[config.mk]
export PLATFORM = sky130hd
export DESIGN_NAME = oai31_bist_seq
export DESIGN_NICKNAME = d
export VERILOG_FILES = /design/src/rtl/oai31_bist_seq.sv
export SDC_FILE = /design/constraint.sdc
export NUM_CORES = 1
export LEC_CHECK = 0
export BUFFER_PORTS_ARGS = -buffer_cell sky130_fd_sc_hd__buf_2
export CAP_MARGIN = 20
export CORE_MARGIN = 3
export CORE_UTILIZATION = 33
export CTS_BUF_LIST = sky130_fd_sc_hd__clkbuf_4
export CTS_CLUSTER_SIZE = 16
export DETAILED_ROUTE_END_ITERATION = 8
export PLACE_DENSITY = 0.47
export SKIP_CTS_REPAIR_TIMING = 1
export SLEW_MARGIN = 25
export SYNTH_ARGS = -nofsm -noshare
export SYNTH_HDL_FRONTEND = slang
export SYNTH_SLANG_ARGS = --single-unit
[constraint.sdc]
create_clock -name CLK -period 4.7 [get_ports CLK]
set_input_delay 0.235 -clock CLK [delete_from_list [all_inputs] [get_ports CLK]]
set_output_delay 0.235 -clock CLK [all_outputs]
set_load 0.05 [all_outputs]
[src/rtl/oai31_bist_seq.sv]
// oai31_bist_seq: exhaustive 16-vector BIST sequencer for a single oai31 cell.
// Drives {A1,A2,A3,B} with the vector index, samples ZN_IN after a settle time
// and checks it against ZN = !((A1|A2|A3)&B). It reports pass/fail, a
// saturating mismatch count and the index of the first failing vector.
module oai31_bist_seq #(
    parameter int SETTLE_CYCLES = 2,
    parameter int NUM_PASSES    = 1,
    parameter int ERR_CNT_W     = 8
) (
    input  logic                 CLK,
    input  logic                 RST,
    input  logic                 START,
    input  logic                 ZN_IN,
    output logic                 A1,
    output logic                 A2,
    output logic                 A3,
    output logic                 B,
    output logic                 BUSY,
    output logic                 DONE,
    output logic                 PASS,
    output logic [ERR_CNT_W-1:0] ERR_CNT,
    output logic [3:0]           FAIL_VEC
);

    typedef enum logic [1:0] {
        ST_IDLE   = 2'd0,
        ST_SETTLE = 2'd1,
        ST_SAMPLE = 2'd2,
        ST_FINISH = 2'd3
    } state_t;

    localparam logic [7:0]           SETTLE_LAST = 8'(SETTLE_CYCLES - 1);
    localparam logic [7:0]           PASS_LAST   = 8'(NUM_PASSES - 1);
    localparam logic [ERR_CNT_W-1:0] ERR_MAX     = {ERR_CNT_W{1'b1}};

    state_t               state_reg, state_next;
    logic [3:0]           idx_reg, idx_next;
    logic [7:0]           settle_reg, settle_next;
    logic [7:0]           pass_reg, pass_next;
    logic [ERR_CNT_W-1:0] err_reg, err_next;
    logic [3:0]           fail_vec_reg, fail_vec_next;

    logic                 exp_bit;
    logic                 mismatch;
    logic                 stim_active;
    logic [3:0]           stim;

    // Golden oai31 response for the current vector; an unknown ZN counts as a miss.
    assign exp_bit  = ~((idx_reg[3] | idx_reg[2] | idx_reg[1]) & idx_reg[0]);
    assign mismatch = (ZN_IN !== exp_bit);

    // State register and datapath registers; reset clears any half-finished run.
    always_ff @(posedge CLK) begin
        if (RST) begin
            state_reg    <= ST_IDLE;
            idx_reg      <= 4'd0;
            settle_reg   <= 8'd0;
            pass_reg     <= 8'd0;
            err_reg      <= '0;
            fail_vec_reg <= 4'd0;
        end else begin
            state_reg    <= state_next;
            idx_reg      <= idx_next;
            settle_reg   <= settle_next;
            pass_reg     <= pass_next;
            err_reg      <= err_next;
            fail_vec_reg <= fail_vec_next;
        end
    end

    // Next-state logic: sweep vectors, settle, sample, and accumulate errors.
    always_comb begin
        state_next    = state_reg;
        idx_next      = idx_reg;
        settle_next   = settle_reg;
        pass_next     = pass_reg;
        err_next      = err_reg;
        fail_vec_next = fail_vec_reg;

        case (state_reg)
            ST_IDLE, ST_FINISH: begin
                if (START) begin
                    state_next    = ST_SETTLE;
                    idx_next      = 4'd0;
                    settle_next   = 8'd0;
                    pass_next     = 8'd0;
                    err_next      = '0;
                    fail_vec_next = 4'd0;
                end
            end
            ST_SETTLE: begin
                settle_next = settle_reg + 8'd1;
                if (settle_reg == SETTLE_LAST) begin
                    state_next = ST_SAMPLE;
                end
            end
            ST_SAMPLE: begin
                if (mismatch) begin
                    if (err_reg != ERR_MAX) begin
                        err_next = err_reg + 1'b1;
                    end
                    // Only the first miss of a run is recorded.
                    if (err_reg == '0) begin
                        fail_vec_next = idx_reg;
                    end
                end
                settle_next = 8'd0;
                if (idx_reg == 4'd15 && pass_reg == PASS_LAST) begin
                    state_next = ST_FINISH;
                end else if (idx_reg == 4'd15) begin
                    idx_next   = 4'd0;
                    pass_next  = pass_reg + 8'd1;
                    state_next = ST_SETTLE;
                end else begin
                    idx_next   = idx_reg + 4'd1;
                    state_next = ST_SETTLE;
                end
            end
            default: begin
                state_next = ST_IDLE;
            end
        endcase
    end

    assign stim_active = (state_reg == ST_SETTLE) || (state_reg == ST_SAMPLE);

    // Stimulus is the vector index while running and forced low otherwise.
    for (genvar gi = 0; gi < 4; gi++) begin : g_stim
        assign stim[gi] = stim_active & idx_reg[gi];
    end

    assign A1       = stim[3];
    assign A2       = stim[2];
    assign A3       = stim[1];
    assign B        = stim[0];
    assign BUSY     = stim_active;
    assign DONE     = (state_reg == ST_FINISH);
    assign PASS     = (state_reg == ST_FINISH) && (err_reg == '0);
    assign ERR_CNT  = err_reg;
    assign FAIL_VEC = fail_vec_reg;

endmodule
==> Yosys cells after proc, flatten, opt, wreduce, memory -nomap -nowiden <==
Index checks and enable logic that the tools add are counted.
{ "word_totals": {"register_bits": 34, "input_bits": 4, "out_inout_bits": 19, "elab_cells": 64} }
{ "op_classes": {"n_addsub": 4, "eq_ne": 14, "n_mux": 19, "bitwise_logic": 8, "reduce_logical": 13} }
{ "op_table": {"columns": ["op", "count"], "rows": [
  ["8-bit 2-to-1 mux", 5],
  ["8-bit one-hot mux with 2 select lines", 2],
  ["8-bit by 1-bit adder with 8-bit output, second input constant", 3],
  ["8-bit one-hot mux with 3 select lines", 1],
  ["4-bit 2-to-1 mux", 5],
  ["8-bit logical NOT", 2],
  ["4-bit one-hot mux with 2 select lines", 2],
  ["2-bit inequality test, second input constant", 7],
  ["4-bit AND reduction", 3],
  ["8-bit by 1-bit equality test with 1-bit output, second input constant", 1],
  ["8-bit inequality test, second input constant", 1],
  ["2-bit 2-to-1 mux", 3],
  ["2-bit one-hot mux with 3 select lines", 1],
  ["1-bit AND", 5],
  ["4-bit by 1-bit adder with 4-bit output, second input constant", 1],
  ["2-bit equality test, second input constant", 2],
  ["4-bit equality test, second input constant", 1],
  ["3-bit AND reduction", 1],
  ["2-bit by 1-bit equality test with 1-bit output, second input constant", 1],
  ["1-bit logical AND", 2],
  ["2-bit logical NOT", 1],
  ["1-bit OR", 2],
  ["2-bit AND reduction", 1],
  ["2-bit nonzero test", 1],
  ["other kinds (4)", 4]
]} }

==> Longest topological paths before layout <==
Gate-level depths: netlist of the first run.
{ "logic_depth": {"ltp_word": 7, "depth_mapped": 9, "ltp_nobuf": 6} }

==> Worst setup path after synthesis of the first run <==
Ideal clock, no wire load.
{ "synth_path": {"path_type": "register to output", "startpoint": "register err_reg[0] (netlist: ERR_CNT[0])", "endpoint": "output PASS", "arrival_time_ps": 1885, "t_required_ps": 4465, "path_slack_ps": 2580, "stages_incl_launch_ff": 6, "path_buffers": 0, "path_cell_list": "dfxtp_1 > inv_1 > ha_1 > or4b_1 > nor4_1 > and2_1"} }
{ "synth_via": {"elab_chain_cells": 2} }
{ "synth_rtl": {"columns": ["item", "line_no", "source"], "rows": [
  ["start: declaration", "40", "logic [ERR_CNT_W-1:0] err_reg, err_next;"],
  ["start signal: assignment", "66", "err_reg <= err_next;"],
  ["8-bit logical NOT", "138", "assign PASS = (state_reg == ST_FINISH) && (err_reg == '0);"],
  ["1-bit logical AND", "138", null],
  ["end: declaration", "20", "output logic PASS,"]
]} }
Every way passes these cells.

==> Worst setup path in the final report of the first run <==
{ "layout_path": {"startpoint": "register state_reg[0]", "endpoint": "register pass_reg[6]"} }
{ "layout_via": {"elab_chain_cells": 4, "elab_cells_between_ends": 10, "classes_between": "eq/ne: 5; mux: 1; reduce/logical: 4"} }
{ "layout_rtl": {"columns": ["item", "line_no", "source"], "rows": [
  ["start: declaration", "36", "state_t state_reg, state_next;"],
  ["start signal: assignment", "62", "state_reg <= state_next;"],
  ["2-bit equality test or 2-bit logical NOT (tied branches)", "80", "case (state_reg)"],
  ["2-bit OR reduction", "80", null],
  ["2-bit inequality test (no source line) or 2-bit nonzero test (tied branches)", null, null],
  ["4-bit AND reduction (no source line)", null, null],
  ["end signal: assignment", "65", "pass_reg <= pass_next;"],
  ["end: declaration", "39", "logic [7:0] pass_reg, pass_next;"]
]} }
Several ways; a longest one is shown, not always the timed one.
A chain may end at the register's enable or synchronous reset.

==> results.json, run 1 <==
{
  "vdd_drop_max_uv": 221,
  "clockBufferDepth": 2,
  "maxSlewViolCount": 0,
  "synth_cells": 238,
  "yosysMostFrequentCell": "dfxtp_1",
  "ios": 23,
  "syn_area_per_cell_um2": 8.55,
  "place_area_um2": 2180,
  "dr.pass1.iters": 4,
  "min_to": "pass_reg[6]",
  "drc": 0,
  "via_per_inst": 5.72,
  "synth_area_leader_cell": "dfxtp_1",
  "cts_made_buffers": 5,
  "total_power_mw": 0.768,
  "timing.rr.start": "state_reg[0]",
  "drive_gt1_share_pct": 14.9,
  "fillers": 612,
  "routed_wl_mm": 5.10,
  "ys_types": 54,
  "ys_seq_area_share_pct": 33.5,
  "power_density_nw_per_um2": 344,
  "synth_nets": 253,
  "multiInputGateArea_um2": 1240,
  "synthFlopType": "dfxtp_1",
  "grt_first_pass_wirelength_mm": 8.57,
  "drt_iter0_markers": 89,
  "gp_congestion": 0.764,
  "worstSkewPairLatency_ns": 0.34,
  "antenna_found_initial": 0,
  "cap_violations": 0,
  "clk_pin_slew_worst_paths_ns": 0.11,
  "die_y_um": 84.5,
  "die_area_um2": 7140,
  "nNetsFinal": 270,
  "power.switching_mw": 0.313,
  "hold_slack_ns": 0.313,
  "tns_ns": 0,
  "grt_max_degree": 27,
  "grt_util_all_layers_pct": 14.8,
  "seqPwrFrac_pct": 43.0,
  "worst_slack_ns": 1.78,
  "worstRegToRegCells": 7,
  "first_global_vias": 1747,
  "diodes": 0,
  "critPathArrivalTime_ns": 3.19,
  "fin_crit_ns": 2.92,
  "synth_area_um2": 2030,
  "overflow": 0,
  "synth_top_cell_area_share_pct": 33.5,
  "vias": 1872,
  "synthTopCellsByCount": "dfxtp_1, nor2_1, nand2_1, and3_1, inv_1",
  "critPathKind": "flip-flop to flip-flop",
  "startpoint_type": "flip-flop",
  "fin_crit_sh_pct": 62.1,
  "cp.required_ns": 4.97,
  "clock-sinks": 34,
  "worst_setup_path_end_kind": "flip-flop",
  "core-area_um2": 5740,
  "timing.fmax_mhz": 343,
  "status": "finished, final reports clean",
  "cp_max_fo": 26,
  "post_drt_wl_per_cell_um": 15.6,
  "reg2reg_setup_slack_ns": 1.78,
  "clockPowerShare_pct": 21.8,
  "start_util_pct": 35.4,
  "power_leakage_nw": 0.859,
  "ant_nets": 0,
  "yosys_warnings": 0,
  "cts_max_level": 2,
  "stdcell_area_um2": 2230,
  "ys_async_sr_fraction_pct": 0,
  "std_cell_rows": 27,
  "setup_violations": 0,
  "place_ws_ns": 1.82,
  "r2r_end": "pass_reg[6]",
  "p_int_mw": 0.455,
  "pwr-share-comb_pct": 35.2,
  "layout.area.seq_um2": 681,
  "worstMarginPinSlew_ns": 0.846,
  "synth_edf_count": 0,
  "rsz0062_at_grt": "no",
  "fin_skew_ns": 0.00767,
  "synth_area_leaders": "dfxtp_1, ha_1, and3_1",
  "maxSlewHeadroom_pct": 43.6,
  "areaGrowthSynthToFinish_pct": 9.59,
  "holdCritPathClass": "input port to flip-flop",
  "dp.final_hpwl_mm": 3.59,
  "numPortBuffers": 22,
  "cts-root-buf": "clkbuf_4",
  "final-hold-violation-count": 0,
  "cts_tree": "built",
  "die_w_um": 84.5,
  "worstHoldStart": "RST",
  "swShare_pct": 40.7,
  "synth_seq_cells": 34,
  "worstHoldPathCells": 2
}
-- worst max-delay path, stage by stage (launching register included) --
cell and delay, ns:
dfxtp_1 0.37, inv_1 0.07, ha_1 0.71, mux2i_1 0.47, buf_4 0.31, a2111o_1 0.33, or4_1 0.47, a21oi_1 0.12
-- area by class of cell --
| class | count | area share, % |
|---|---|---|
| inverter | 14 | 2.36 |
| tap | 72 | 4.04 |
| multi-input combinational | 177 | 55.4 |
| sequential | 34 | 30.5 |
| timing repair buffer | 23 | 5.27 |
| clock buffer | 7 | 2.36 |
-- routing by layer --
| layer | vias up | part of all wire, % | track usage (%) |
|---|---|---|---|
| li1 | 935 | - | - |
| met1 | 889 | 47 | 18.2 |
| met2 | 44 | 48 | 25.3 |
| met3 | 4 | 3.9 | 3.04 |
| met4 | 0 | 1.2 | 5.32 |
| met5 | - | 0 | 0 |
-- stage by stage --
stage          instances  util (%)
2_1_floorplan        238         -
3_3_place_gp         320      37.9
3_5_place_dp         320      37.9
4_1_cts              327      38.8
5_1_grt              327      38.8
6_report             327      38.8
-- cells in the final DEF (no fill, tap or decap), types with 3 or more instances in the layout --
| master | synthesis | final |
|---|---|---|
| xor2_1 | 5 | 5 |
| nor3_1 | 4 | 4 |
| o21a_1 | 3 | 3 |
| nand2_1 | 17 | 17 |
| a21oi_1 | 12 | 12 |
| or4_1 | 5 | 5 |
| or4b_1 | 3 | 3 |
| nand3_1 | 8 | 8 |
| a311oi_1 | 3 | 3 |
| ha_1 | 11 | 11 |
| o31ai_1 | 4 | 4 |
| nand4_1 | 11 | 11 |
| buf_2 | 4 | 22 |
| nor2_1 | 18 | 18 |
| inv_1 | 13 | 13 |
| o21ai_0 | 6 | 6 |
| nor2b_1 | 5 | 5 |
| a221o_1 | 4 | 4 |
| o211ai_1 | 3 | 3 |
| xnor2_1 | 5 | 5 |
| clkbuf_4 | 0 | 7 |
| dfxtp_1 | 34 | 34 |
| a31oi_1 | 4 | 4 |
| and3_1 | 13 | 13 |
-- worst max-delay path by stage --
stage | start | endpoint | slack (ns)
after detailed placement | state_reg[0] | pass_reg[6] | 1.82
after floorplan | ERR_CNT[0] | PASS | 2.58
after global placement | state_reg[0] | pass_reg[6] | 1.81
after global routing | state_reg[0] | pass_reg[6] | 1.54
after CTS | state_reg[0] | pass_reg[6] | 1.79
final | state_reg[0] | pass_reg[6] | 1.78
-- power by group through the flow --
stage | clock network (mW) | registers (mW) | logic, mW
after floorplan | 0 | 0.331 | 0.213
after global placement | 0 | 0.336 | 0.278
after detailed placement | 0 | 0.337 | 0.271
after CTS | 0.174 | 0.331 | 0.274
after global routing | 0.184 | 0.333 | 0.299
final | 0.167 | 0.330 | 0.270
-- logic make-up after synthesis --
family / synth area share, %
flops: 33.5
buf+inv: 5.78
mux: 1.05
xor+xnor: 4.30
compound gates: 23.1
simple gates: 25.6
fa+ha+maj: 6.76
(Power assumes the default switching activity.)
==> run 2: changes to the inputs <==
--- a/config.mk
+++ b/config.mk
@@ -5,6 +5,7 @@
 export SDC_FILE = /design/constraint.sdc
 export NUM_CORES = 1
 export LEC_CHECK = 0
+export ABC_AREA = 1
 export BUFFER_PORTS_ARGS = -buffer_cell sky130_fd_sc_hd__buf_2
 export CAP_MARGIN = 20
 export CORE_MARGIN = 3
@@ -12,7 +13,7 @@
 export CTS_BUF_LIST = sky130_fd_sc_hd__clkbuf_4
 export CTS_CLUSTER_SIZE = 16
 export DETAILED_ROUTE_END_ITERATION = 8
-export PLACE_DENSITY = 0.47
+export PLACE_DENSITY = 0.49
 export SKIP_CTS_REPAIR_TIMING = 1
 export SLEW_MARGIN = 25
 export SYNTH_ARGS = -nofsm -noshare
==> constraint.sdc (replaced) <==
create_clock -name CLK -period 2.68 [get_ports CLK]
set_input_delay 0.134 -clock CLK [delete_from_list [all_inputs] [get_ports CLK]]
set_output_delay 0.134 -clock CLK [all_outputs]
set_load 0.05 [all_outputs]
==> results.json, run 2 <==
{
  "startpoint_type": "flip-flop",
  "clock-sinks": 34,
  "final_cell_mix": "nand2_1, nor2_1, inv_1",
  "drt_iter0_markers": 92,
  "cp.required_ns": 2.91,
  "worstHoldPathCells": 2,
  "via_per_inst": 4.66,
  "holdCritPathClass": "input port to flip-flop",
  "diodes": 0,
  "synth_area_leader_cell": "dfxtp_1",
  "die_y_um": 85.3,
  "cp_num_buf_inv": 3,
  "vias": 1997,
  "worst_setup_path_end_kind": "flip-flop",
  "stdcell_area_um2": 2330,
  "power_density_nw_per_um2": 979,
  "synth_area_leaders": "dfxtp_1, nand2_1, nor2_1",
  "dr_wl_met2_mm": 2.10,
  "synth_area_um2": 2080,
  "crit_chain": "inv_1, ha_1, inv_2, nor2_4, a21oi_4, nand2_2, inv_4, nand2_4, o21ai_0, nor2_1",
  "critPathKind": "flip-flop to flip-flop",
  "total_power_mw": 2.29,
  "cpPeakStageDelay_ns": 0.41,
  "hold_slack_ns": 0.116,
  "die_w_um": 85.3,
  "antenna_found_initial": 0,
  "core-area_um2": 5990,
  "drive_gt1_share_pct": 11.9,
  "final-hold-violation-count": 0,
  "post_drt_wl_per_cell_um": 11.5,
  "layout.area.seq_um2": 681,
  "worstRegToRegCells": 10,
  "ant_nets": 0,
  "final_common_cell": "nand2_1",
  "multiInputGateArea_um2": 1190,
  "fin_crit_sh_pct": 75.5,
  "ys_seq_area_share_pct": 32.8,
  "maxSlewHeadroom_pct": 61.5,
  "cts_tree": "built",
  "wl_met1_mm": 2.55,
  "fillers": 638,
  "cts_max_level": 2,
  "start_util_pct": 34.7,
  "std_cell_rows": 28,
  "synth_seq_cells": 34,
  "power_leakage_nw": 1.02,
  "nNetsFinal": 368,
  "grt_max_degree": 18,
  "cp_top_family": "compound AO/OA/AOI/OAI gates",
  "synthFlopType": "dfxtp_1",
  "top_layer": "met4",
  "cap_violations": 0,
  "cts_made_buffers": 5,
  "synth_top_cell_area_share_pct": 32.8,
  "placedCellCount": 421,
  "dr.pass1.iters": 4,
  "clk_pin_slew_worst_paths_ns": 0.11,
  "instances_no_fill": 429,
  "drc": 0,
  "syn_area_per_cell_um2": 6.37,
  "fin_skew_ns": 0.00514,
  "timing.fmax_mhz": 494,
  "maxSlewViolCount": 0,
  "gp_congestion": 0.779,
  "synth_edf_count": 0,
  "place_area_um2": 2280,
  "crit_cells": 10,
  "critPathArrivalTime_ns": 2.26,
  "synth_nets": 341,
  "setup_violations": 0,
  "numPortBuffers": 22,
  "ys_types": 27,
  "overflow": 0,
  "wl_met3_um": 179,
  "rsz0062_at_grt": "no",
  "routed_wl_mm": 4.93,
  "fin_crit_ns": 2.02,
  "cp_max_fo": 10,
  "yosys_warnings": 0,
  "slowest_stage": "dfxtp_1",
  "grt_util_all_layers_pct": 14.2,
  "ios": 23,
  "worstMarginPinSlew_ns": 0.577,
  "clockBufferDepth": 2,
  "synthTopCellsByCount": "nand2_1, nor2_1, inv_1, dfxtp_1, nand3_1",
  "areaGrowthSynthToFinish_pct": 12.4,
  "dp.final_hpwl_mm": 3.68,
  "yosysMostFrequentCell": "nand2_1",
  "cts-root-buf": "clkbuf_4",
  "synth_cells": 326,
  "die_area_um2": 7280,
  "worstSkewPairLatency_ns": 0.34,
  "grt_first_pass_wirelength_mm": 8.42,
  "ys_async_sr_fraction_pct": 0,
  "first_global_vias": 1829,
  "vdd_drop_max_uv": 641,
  "tns_ns": 0,
  "status": "finished, final reports clean"
}
## run 2: report_power, final
part	internal (mW)	switching [mW]	leakage (nW)
combinational	0.355	0.954	0.709
clock	0.109	0.179	0.0331
sequential	0.598	0.0920	0.276
## run 2: cell type report
type / count / area share (%)
multi-input cells: 239 / 51.0
flip-flops and latches: 34 / 29.2
inverters: 49 / 8.20
repair buffers: 24 / 5.36
well taps: 75 / 4.02
clock buffers: 6 / 1.93
clock inverters: 2 / 0.375
## run 2: logic make-up (layout without fill, tap and decap cells)
| kind of cell | Yosys count | in the layout | synth area share (%) |
|---|---|---|---|
| buffers and inverters | 53 | 81 | 9.94 |
| AND/OR/NAND/NOR | 188 | 188 | 39.5 |
| XOR/XNOR | 3 | 3 | 1.27 |
| flip-flops | 34 | 34 | 32.8 |
| AO/OA/AOI/OAI | 37 | 37 | 9.94 |
| adder cells (fa/ha/maj) | 11 | 11 | 6.63 |
## run 2: final timing paths
check	startpoint	endpoint	slack, ns
worst max-delay path	state_reg[0]	ERR_CNT[6]	0.66
worst min-delay path	RST	idx_reg[0]	0.12
worst max register to register	state_reg[0]	ERR_CNT[6]	0.66
worst min register to register	pass_reg[1]	pass_reg[1]	0.51
## run 2: layer usage
layer,GRT usage (%),vias up
met5,0,-
met4,5.61,0
met3,3.11,9
met2,22.0,34
met1,19.3,867
li1,-,1087
## run 2: stage by stage
| step | util, % | worst slack, ns |
|---|---|---|
| after floorplan | - | 0.714 |
| after global placement | 38.1 | 0.711 |
| after detailed placement | 38.1 | 0.648 |
| after CTS | 39.0 | 0.628 |
| after global routing | 39.0 | 0.459 |
| final | 39.0 | 0.655 |
==> run 3: changes to the inputs <==
--- a/config.mk
+++ b/config.mk
@@ -13,7 +13,7 @@
 export CTS_BUF_LIST = sky130_fd_sc_hd__clkbuf_4
 export CTS_CLUSTER_SIZE = 16
 export DETAILED_ROUTE_END_ITERATION = 8
-export PLACE_DENSITY = 0.49
+export PLACE_DENSITY = 0.47
 export SKIP_CTS_REPAIR_TIMING = 1
 export SLEW_MARGIN = 25
 export SYNTH_ARGS = -nofsm -noshare
==> constraint.sdc (replaced) <==
create_clock -name CLK -period 2.04 [get_ports CLK]
set_input_delay 0.102 -clock CLK [delete_from_list [all_inputs] [get_ports CLK]]
set_output_delay 0.102 -clock CLK [all_outputs]
set_load 0.05 [all_outputs]
==> results.json, run 3 (same netlist as run 2, synthesis figures left out) <==
{
  "status": "finished, final reports clean",
  "drc": 0,
  "dp.final_hpwl_mm": 3.75,
  "vdd_drop_max_uv": 628,
  "std_cell_rows": 28,
  "power_leakage_nw": 1.04,
  "tns_ns": 0,
  "startpoint_type": "flip-flop",
  "worst_setup_path_end_kind": "flip-flop",
  "final_cell_mix": "nand2_1, nor2_1, inv_1",
  "numPortBuffers": 22,
  "die_w_um": 85.3,
  "clk_pin_slew_worst_paths_ns": 0.11,
  "fin_crit_ns": 1.80,
  "grt_max_degree": 13,
  "top_layer": "met4",
  "die_area_um2": 7280,
  "post_drt_wl_per_cell_um": 11.5,
  "clockBufferDepth": 2,
  "core-area_um2": 5990,
  "cts_max_level": 2,
  "final-hold-violation-count": 0,
  "wl_met1_mm": 2.45,
  "cts_made_buffers": 5,
  "critPathKind": "flip-flop to flip-flop",
  "routed_wl_mm": 4.96,
  "drive_gt1_share_pct": 12.8,
  "vias": 2012,
  "timing.fmax_mhz": 556,
  "first_global_vias": 1879,
  "dr.pass1.iters": 4,
  "placedCellCount": 425,
  "fin_crit_sh_pct": 88.2,
  "grt_first_pass_wirelength_mm": 8.52,
  "final_common_cell": "nand2_1",
  "maxSlewHeadroom_pct": 76.1,
  "instances_no_fill": 433,
  "fin_skew_ns": 0.0125,
  "holdCritPathClass": "input port to flip-flop",
  "critPathArrivalTime_ns": 2.03,
  "maxSlewViolCount": 0,
  "rsz0062_at_grt": "no",
  "cap_violations": 0,
  "die_y_um": 85.3,
  "gp_congestion": 0.780,
  "drt_iter0_markers": 61,
  "ios": 23,
  "ant_nets": 0,
  "grt_util_all_layers_pct": 14.5,
  "worstSkewPairLatency_ns": 0.32,
  "power_density_nw_per_um2": 1280,
  "clock-sinks": 34,
  "dr_wl_met2_mm": 2.33,
  "cp_max_fo": 10,
  "overflow": 0,
  "nNetsFinal": 372,
  "cp.required_ns": 2.27,
  "areaGrowthSynthToFinish_pct": 13.9,
  "wl_met3_um": 134,
  "worstMarginPinSlew_ns": 0.358,
  "cts-root-buf": "clkbuf_4",
  "diodes": 0,
  "setup_violations": 0,
  "start_util_pct": 34.7,
  "cts_tree": "built",
  "antenna_found_initial": 0,
  "via_per_inst": 4.65
}
-- run 3: cell types whose count changed in the layout (fill, tap and decap cells not counted), sizes merged --
cell	before	now
buf	24	28
-- run 3: report_power, final --
part           internal [mW]  switching (mW)  total (mW)
sequential             0.785           0.114       0.899
combinational          0.495            1.28        1.77
clock                  0.143           0.224       0.367
total                   1.42            1.61        3.04
-- run 3: area by class of cell --
class	instances	area [um^2]
well taps	75	93.8
clock inverters	2	8.76
multi-input cells	239	1190
flip-flops and latches	34	681
repair buffers	28	155
clock buffers	6	45.0
fillers	656	3630
inverters	49	191
-- run 3: worst paths after layout --
check               startpoint             to  slack, ns  cells past startpoint
setup / recovery  state_reg[0]     ERR_CNT[6]       0.24                     10
hold / removal             RST  settle_reg[0]       0.12                      2
setup reg to reg  state_reg[0]     ERR_CNT[6]       0.24                     10
hold reg to reg    pass_reg[1]    pass_reg[1]       0.51                      2
-- run 3: worst max-delay path, stage by stage, from the launching register on --
cell	delay, ns
dfxtp_1	0.34
inv_1	0.04
ha_1	0.31
inv_2	0.12
nor2_4	0.06
a21oi_4	0.30
nand2_2	0.12
inv_4	0.09
nand2_4	0.08
o21ai_0	0.17
nor2_1	0.06
-- run 3: layer usage --
| layer | GRT usage [%] | up-vias |
|---|---|---|
| met1 | 18.9 | 890 |
| met3 | 3.30 | 4 |
| li1 | - | 1092 |
| met4 | 4.75 | 0 |
| met2 | 23.8 | 26 |
| met5 | 0 | - |
-- run 3: metrics by stage --
stage               power [mW]  worst slack, ns  utilization (%)  hold WS [ns]  area (um^2)
detailed placement        2.72            0.228             38.6         0.465         2310
floorplan                 2.29           0.0740                -         0.332         2080
CTS                       3.10            0.202             39.5         0.105         2360
finish                    3.04            0.240             39.5         0.121         2360
global placement          2.72            0.265             38.6         0.449         2310
global route              3.36           0.0432             39.5         0.114         2360
